--- config.mk ---
export PLATFORM = sky130hd
export DESIGN_NAME = hex_scan_controller
export DESIGN_NICKNAME = d
export VERILOG_FILES = /design/src/rtl/hex_scan_controller.sv
export SDC_FILE = /design/constraint.sdc
export NUM_CORES = 1
export LEC_CHECK = 0
export ABC_CLOCK_PERIOD_IN_PS = 3750
export BUFFER_PORTS_ARGS = -buffer_cell sky130_fd_sc_hd__buf_4
export CORE_MARGIN = 2
export CORE_UTILIZATION = 46
export CTS_CLUSTER_SIZE = 12
export DETAILED_ROUTE_END_ITERATION = 8
export PLACE_DENSITY = 0.67
export SLEW_MARGIN = 40
export SYNTH_ARGS = -nofsm -noshare
export SYNTH_HDL_FRONTEND = slang
export SYNTH_SLANG_ARGS = --single-unit
--- constraint.sdc ---
create_clock -name clk -period 3.75 [get_ports clk]
set_clock_uncertainty 0.15 [all_clocks]
set_input_delay 0.375 -clock clk [delete_from_list [all_inputs] [get_ports clk]]
set_output_delay 0.375 -clock clk [all_outputs]
set_load 0.02 [all_outputs]
--- src/rtl/hex_scan_controller.sv ---
// Time-multiplexed scan controller for a common-anode 7-segment bank sharing one decoder.
// Double-buffered hex word, committed only at frame boundaries; guard gap between digits.
module hex_scan_controller #(
  parameter int NUM_DIGITS   = 4,
  parameter int REFRESH_DIV  = 50000,
  parameter int GUARD_CYCLES = 2
) (
  input  logic                    clk,
  input  logic                    n_rst,
  input  logic                    load,
  input  logic [4*NUM_DIGITS-1:0] data,
  input  logic                    blank_zeros,
  output logic [3:0]              digit_value,
  output logic                    blank,
  output logic [NUM_DIGITS-1:0]   digit_sel,
  output logic                    load_ack,
  output logic                    frame_done
);

  localparam int MAX_CNT = (REFRESH_DIV > GUARD_CYCLES) ? REFRESH_DIV : GUARD_CYCLES;
  localparam int CNT_W   = (MAX_CNT > 1) ? $clog2(MAX_CNT) : 1;
  localparam int IDX_W   = $clog2(NUM_DIGITS);

  localparam logic [CNT_W-1:0] ON_LAST    = CNT_W'(REFRESH_DIV - 1);
  localparam logic [CNT_W-1:0] GUARD_LAST = CNT_W'(GUARD_CYCLES - 1);
  localparam logic [IDX_W-1:0] IDX_LAST   = IDX_W'(NUM_DIGITS - 1);

  typedef enum logic [1:0] {
    S_IDLE  = 2'd0,
    S_ON    = 2'd1,
    S_GUARD = 2'd2
  } state_t;

  state_t                  r_state;
  state_t                  w_state_nx;
  logic [IDX_W-1:0]        r_idx;
  logic [IDX_W-1:0]        w_idx_nx;
  logic [CNT_W-1:0]        r_cnt;
  logic [CNT_W-1:0]        w_cnt_nx;
  logic [4*NUM_DIGITS-1:0] r_active;
  logic [4*NUM_DIGITS-1:0] r_pending;
  logic                    r_pend_valid;
  logic                    r_load_ack;
  logic                    r_frame_done;
  logic                    r_bz;
  logic                    w_want;
  logic                    w_commit;
  logic                    w_wrap;
  logic [3:0]              w_nib;
  logic                    w_upper_zero;

  always_ff @(posedge clk or negedge n_rst) begin
    if (!n_rst) begin
      r_state <= S_IDLE;
      r_idx   <= '0;
      r_cnt   <= '0;
    end else begin
      r_state <= w_state_nx;
      r_idx   <= w_idx_nx;
      r_cnt   <= w_cnt_nx;
    end
  end

  always_comb begin
    w_state_nx = r_state;
    w_idx_nx   = r_idx;
    w_cnt_nx   = r_cnt;
    w_commit   = 1'b0;
    w_wrap     = 1'b0;
    w_want     = r_pend_valid | load;
    case (r_state)
      S_IDLE: begin
        if (w_want) begin
          w_state_nx = S_ON;
          w_idx_nx   = '0;
          w_cnt_nx   = '0;
          w_commit   = 1'b1;
        end
      end
      S_ON: begin
        if (r_cnt == ON_LAST) begin
          w_state_nx = S_GUARD;
          w_cnt_nx   = '0;
        end else begin
          w_cnt_nx = r_cnt + CNT_W'(1);
        end
      end
      S_GUARD: begin
        if (r_cnt == GUARD_LAST) begin
          w_state_nx = S_ON;
          w_cnt_nx   = '0;
          // Last digit's guard ends the frame: the only point a new word may land.
          if (r_idx == IDX_LAST) begin
            w_idx_nx = '0;
            w_wrap   = 1'b1;
            w_commit = w_want;
          end else begin
            w_idx_nx = r_idx + IDX_W'(1);
          end
        end else begin
          w_cnt_nx = r_cnt + CNT_W'(1);
        end
      end
      default: w_state_nx = S_IDLE;
    endcase
  end

  always_ff @(posedge clk or negedge n_rst) begin
    if (!n_rst) begin
      r_active     <= '0;
      r_pending    <= '0;
      r_pend_valid <= 1'b0;
      r_load_ack   <= 1'b0;
      r_frame_done <= 1'b0;
      r_bz         <= 1'b0;
    end else begin
      r_load_ack   <= w_commit;
      r_frame_done <= w_wrap;
      r_bz         <= blank_zeros;
      if (load) begin
        r_pending <= data;
      end
      // A write on the commit edge bypasses the buffer so it is never lost.
      if (w_commit) begin
        r_active     <= load ? data : r_pending;
        r_pend_valid <= 1'b0;
      end else if (load) begin
        r_pend_valid <= 1'b1;
      end
    end
  end

  always_comb begin
    w_nib        = 4'h0;
    w_upper_zero = 1'b1;
    for (int i = 0; i < NUM_DIGITS; i++) begin
      if (r_idx == IDX_W'(i)) begin
        w_nib = r_active[4*i +: 4];
      end
      if ((IDX_W'(i) >= r_idx) && (r_active[4*i +: 4] != 4'h0)) begin
        w_upper_zero = 1'b0;
      end
    end
  end

  assign digit_sel   = (r_state == S_ON) ? ~(NUM_DIGITS'(1) << r_idx) : '1;
  assign digit_value = (r_state == S_IDLE) ? 4'h0 : w_nib;
  assign blank       = (r_state != S_ON) ? 1'b1
                     : (r_bz && (r_idx != '0) && w_upper_zero);
  assign load_ack    = r_load_ack;
  assign frame_done  = r_frame_done;

endmodule

==> results_dict.tcl, run 1 <==
set metrics [dict create \
    grt_pass1_vias 2011 \
    routedWlPerCell_um 15.9 \
    die_x_um 82.8 \
    grtUsageTotal_pct 17.5 \
    status "finished, final reports clean" \
    clockRootBuffer "clkbuf_8" \
    nets 308 \
    netlist_instances 248 \
    p_leak_nw 1.44 \
    antenna_cells 0 \
    ir_drop_mv 0.607 \
    vias 1950 \
    startpoint_type "flip-flop" \
    ys_seq_area_share_pct 49.1 \
    clock_latency_ps 310 \
    critPathArrivalTime_ps 2140 \
    drt-total-wl_um 5610 \
    finalCriticalPeriod_ps 2670 \
    path_max_fanout 8 \
    ys_types 44 \
    drive_gt1_share_pct 26.9 \
    port_buffers 30 \
    worst_pin_slew_ps 691 \
    fp.dieH_um 82.8 \
    cts.sinks 56 \
    report.final.slew_viol_count 0 \
    hold_violations 0 \
    cts_setup_buffers 0 \
    start_util_pct 47.9 \
    cts_max_level 2 \
    syn_area_um2 2850 \
    io_pins 31 \
    fillers 553 \
    fin_hold_ws_ps 154 \
    ys_warn_count 0 \
    ys_seq_elements 56 \
    synth_top_family_by_area "simple AND/OR/NAND/NOR gates" \
    max_stage_delay_ps 440 \
    synthesis.nets 278 \
    path_class "flip-flop to primary output" \
    synth_compound_area_share_pct 9.25 \
    grt_max_degree 57 \
    cts_tree "done" \
    p_per_area_nw_per_um2 687 \
    crit_buf_inv 2 \
    p_total_w 0.00221 \
    min_period_over_period_pct 71.1 \
    synth_edf_count 0 \
    rsz0062_at_grt "no" \
    setup_viol 0 \
    critical-path-slowest-cell "dfrtp_1" \
    gp_congestion 0.791 \
    synth-simple-area-share_pct 17.1 \
    syn_avg_cell_area_um2 11.5 \
    drt-pass1-iter-count 4 \
    overflow 0 \
    drc_errors 0 \
    crit_chain "inv_1 -> ha_1 -> nor2b_1 -> a221oi_1 -> nor3_1 -> a21oi_1 -> nor2_1 -> buf_4" \
    regArea_um2 1400 \
    async_flop_share_pct 100 \
    multiInputGateArea_um2 1360 \
    synth_xor_area_share_pct 1.54 \
    cts_buffers 5 \
    muxShareOfSynthArea_pct 15.2 \
    timing.slew.headroom_pct 53.9 \
    yosys.area_share.adder_pct 4.39 \
    clockBufferDepth 2 \
    antenna_found_initial 0 \
    vias_per_cell 5.51 \
    final.setup.tns_ps 0 \
    synth-main-ff-cell "dfrtp_1" \
    drt-initial-drc-count 66 \
    layout_common_cells "dfrtp_1, buf_4, mux2_2" \
    hpwl_um 3970 \
    grt_pass1_wl_um 9070 \
    coreArea_um2 5960 \
    clkTransAtPathRegs_ps 110 \
    dieArea_um2 6850 \
    max_cap_violations 0 \
    final_common_cell "dfrtp_1" \
    syn_to_final_growth_pct 12.6 \
    hold_class "input port to flip-flop" \
    fmax_mhz 375 \
    cp_data_required_time_ps 3220 \
    end_kind "primary output" \
    ant_nets 0 \
    crit_family "compound AO/OA/AOI/OAI gates" \
    num_rows 28 \
]
Yosys cell counts, drive strengths merged (6+ instances only):
cell / number / share of area [%]
dfrtp: 56 / 49
mux2: 32 / 14
nor2: 17 / 2.2
nand2: 16 / 2.1
o21ai: 11 / 1.9
ha: 10 / 4.4
nor2b: 10 / 2.2
nand3: 8 / 1.4
a22o: 7 / 2.1
inv: 7 / 0.92
nor3: 7 / 1.2
a21oi: 6 / 1.1
cells by family after synthesis:
logic type | after synthesis
simple gates | 88
flops | 56
compound gates | 37
mux | 36
buf+inv | 16
fa+ha+maj | 10
xor+xnor | 5
worst paths after layout:
check / startpoint / endpoint / slack (ps) / cells past startpoint
setup / recovery: r_idx[1] / digit_value[0] / 1080 / 8
hold / removal: data[14] / r_pending[14] / 150 / 2
setup reg to reg: r_cnt[2] / r_active[2] / 1080 / 5
hold reg to reg: r_pending[7] / r_pending[7] / 360 / 1
max in group asynchronous: n_rst / r_cnt[10] / 2490 / 2
min in group asynchronous: n_rst / r_pending[4] / 480 / 2
state kept, by name (all words and copies together) (netlist names):
signal and count:
frame_done 1, load_ack 1, r_active 16, r_bz 1, r_cnt 16, r_idx 2, r_pend_valid 1, r_pending 16
r_state 2
worst register-to-register path, cell delays in order (launching register included):
cell and delay [ps]:
dfrtp_1 460, or4_1 600, nor4_4 390, and3_4 260, o22a_4 320, mux2_2 370
report_power, final:
part	internal, W	switching [W]	leakage [nW]
Sequential	0.000747	0.000116	0.701
Clock	0.000134	0.000206	0.0485
Combinational	0.000465	0.000538	0.692
repair_timing:
item	in CTS	in global routing
hold endpoints to repair	56	1
hold buffers	1	1
resized for setup	0	0
metal layers:
metal | GRT usage (%) | share of wire, % | up-vias
met4 | 6.39 | 1.7 | 0
met2 | 31.6 | 50 | 46
met3 | 2.61 | 4.1 | 9
met1 | 21.1 | 44 | 951
li1 | - | - | 944
met5 | 0 | 0 | -
through the flow:
step,setup slack [ps],instances,util (%),cell area (um2)
after CTS,1070,353,53.8,3200
after detailed placement,1090,344,52.1,3100
final,1080,354,53.9,3210
after floorplan,1250,248,-,2850
after global placement,1160,344,52.1,3100
after global routing,963,354,53.9,3210
final cells by class:
cell class / count / share of cell area, %
multi-input cells: 176 / 42.2
repair buffers: 32 / 7.63
clock buffers: 5 / 2.14
clock inverters: 3 / 0.701
flip-flops and latches: 56 / 43.6
inverters: 7 / 0.818
well taps: 75 / 2.92
Power figures use the tool's default switching activity.
==> inputs of run 2 (changes only) <==
ABC_CLOCK_PERIOD_IN_PS = 2500   (was 3750)
clock period = 2.5 ns   (was 3.75 ns; I/O delays follow)
==> results_dict.tcl, run 2 (synthesized netlist as in run 1, its figures left out) <==
set metrics [dict create \
    port_buffers 30 \
    drive_gt1_share_pct 33.9 \
    path_max_fanout 8 \
    fmax_mhz 415 \
    cp_data_required_time_ps 2540 \
    dieArea_um2 6850 \
    report.final.slew_viol_count 0 \
    path_depth 6 \
    num_rows 28 \
    end_kind "flip-flop" \
    critical-path-slowest-cell "or4_4" \
    setup_viol 0 \
    drt-total-wl_um 5740 \
    ir_drop_mv 0.687 \
    reg2reg_depth 6 \
    cts_tree "done" \
    drt-pass1-iter-count 4 \
    met3_length_um 251 \
    dr_wl_met2_um 2770 \
    fin_util_pct 57.8 \
    io_pins 31 \
    clockRootBuffer "clkbuf_8" \
    hold_violations 0 \
    drc_errors 0 \
    p_total_w 0.00359 \
    antenna_cells 0 \
    max_cap_violations 0 \
    ant_nets 0 \
    crit_family "simple AND/OR/NAND/NOR gates" \
    worst_pin_slew_ps 703 \
    coreArea_um2 5960 \
    gp_congestion 0.819 \
    grt_pass1_vias 2010 \
    p_leak_nw 1.57 \
    finalCriticalPeriod_ps 2410 \
    holdPathStages 2 \
    path_class "flip-flop to flip-flop" \
    top_layer "met4" \
    clock_latency_ps 310 \
    max_stage_delay_ps 570 \
    critPathArrivalTime_ps 2450 \
    vias 2036 \
    final_common_cell "dfrtp_1" \
    die_x_um 82.8 \
    cts_max_level 2 \
    drt-initial-drc-count 85 \
    start_util_pct 47.9 \
    fin_hold_ws_ps 36.8 \
    clkTransAtPathRegs_ps 100 \
    routedWlPerCell_um 15.4 \
    fillers 511 \
    cts.sinks 56 \
    clockBufferDepth 2 \
    syn_to_final_growth_pct 20.7 \
    fp.dieH_um 82.8 \
    layout_common_cells "dfrtp_1, buf_4, mux2_2" \
    status "finished, final reports clean" \
    cts_buffers 5 \
    crit_chain "or4_4 -> nor4_4 -> and3_4 -> o22a_4 -> buf_12 -> mux2_2" \
    vias_per_cell 5.46 \
    multiInputGateArea_um2 1400 \
    wl_met1_um 2600 \
    hold_class "input port to flip-flop" \
    dp.cells 361 \
    antenna_found_initial 0 \
    overflow 0 \
    regArea_um2 1400 \
    grt_pass1_wl_um 9460 \
    startpoint_type "flip-flop" \
    grt_max_degree 57 \
    top_regs "r_active: 16 flops, r_cnt: 16 flops, r_pending: 16 flops" \
    nets 327 \
    final.setup.tns_ps 0 \
    fin_cells 373 \
    crit_buf_inv 1 \
    p_per_area_nw_per_um2 1040 \
    grtUsageTotal_pct 18.3 \
    timing.slew.headroom_pct 53.2 \
    min_period_over_period_pct 96.4 \
    hpwl_um 4000 \
]
## run 2: changes by cell type in the layout (fill, tap and decap cells not counted), moves of 2 or more
cell,change
a221oi_1,-2
dfrtp_1,-2
a221oi_2,+2
dfrtp_2,+2
buf_12,+2
ha_1,-2
buf_4,+16
## run 2: metal layers
layer  GRT usage, %  up-vias
met5              0        -
met4           6.89        0
met3           3.37       11
met2           30.7       51
met1           23.5      987
li1               -      987
## run 2: through the flow
stage / setup WS (ps) / area [um2]
floorplan: 11.0 / 2850
global placement: 76.3 / 3240
detailed placement: 32.2 / 3240
CTS: 19.2 / 3370
global route: -10.7 / 3440
finish: 90.6 / 3440
## run 2: report_power, final
group | switching (W) | internal (W)
logic | 0.000857 | 0.000859
registers | 0.000173 | 0.00112
clock network | 0.000282 | 0.000298
total | 0.00131 | 0.00228
## run 2: what timing repair did
item / CTS / global route
setup endpoints to repair: 0 / 24
resized for setup: 0 / 11
setup buffers: 0 / 2
endpoints found under the hold margin: 57 / 0
hold buffers: 2 / 0
## run 2: layout make-up
class                           count  share of cell area (%)
Multi-Input combinational cell    176                    40.5
Sequential cell                    56                    40.8
Inverter                            7                   0.763
Clock inverter                      2                    1.02
Clock buffer                        6                    2.11
Timing Repair Buffer               51                    12.1
Tap cell                           75                    2.72
## run 2: worst reg2reg max path, cell delays in order, from the launching register on
cell and delay (ps):
dfrtp_1 410, or4_4 570, nor4_4 300, and3_4 230
o22a_4 180, buf_12 130, mux2_2 330
## run 2: worst paths after layout
check                           slack [ps]    startpoint           end
worst max-delay path                    90     r_cnt[13]   r_active[0]
worst min-delay path                    40       data[5]  r_pending[5]
worst max register to register          90     r_cnt[13]   r_active[0]
worst min register to register         350  r_pending[0]  r_pending[0]
max in group asynchronous             1310         n_rst      r_idx[1]
min in group asynchronous              370         n_rst  r_pending[4]
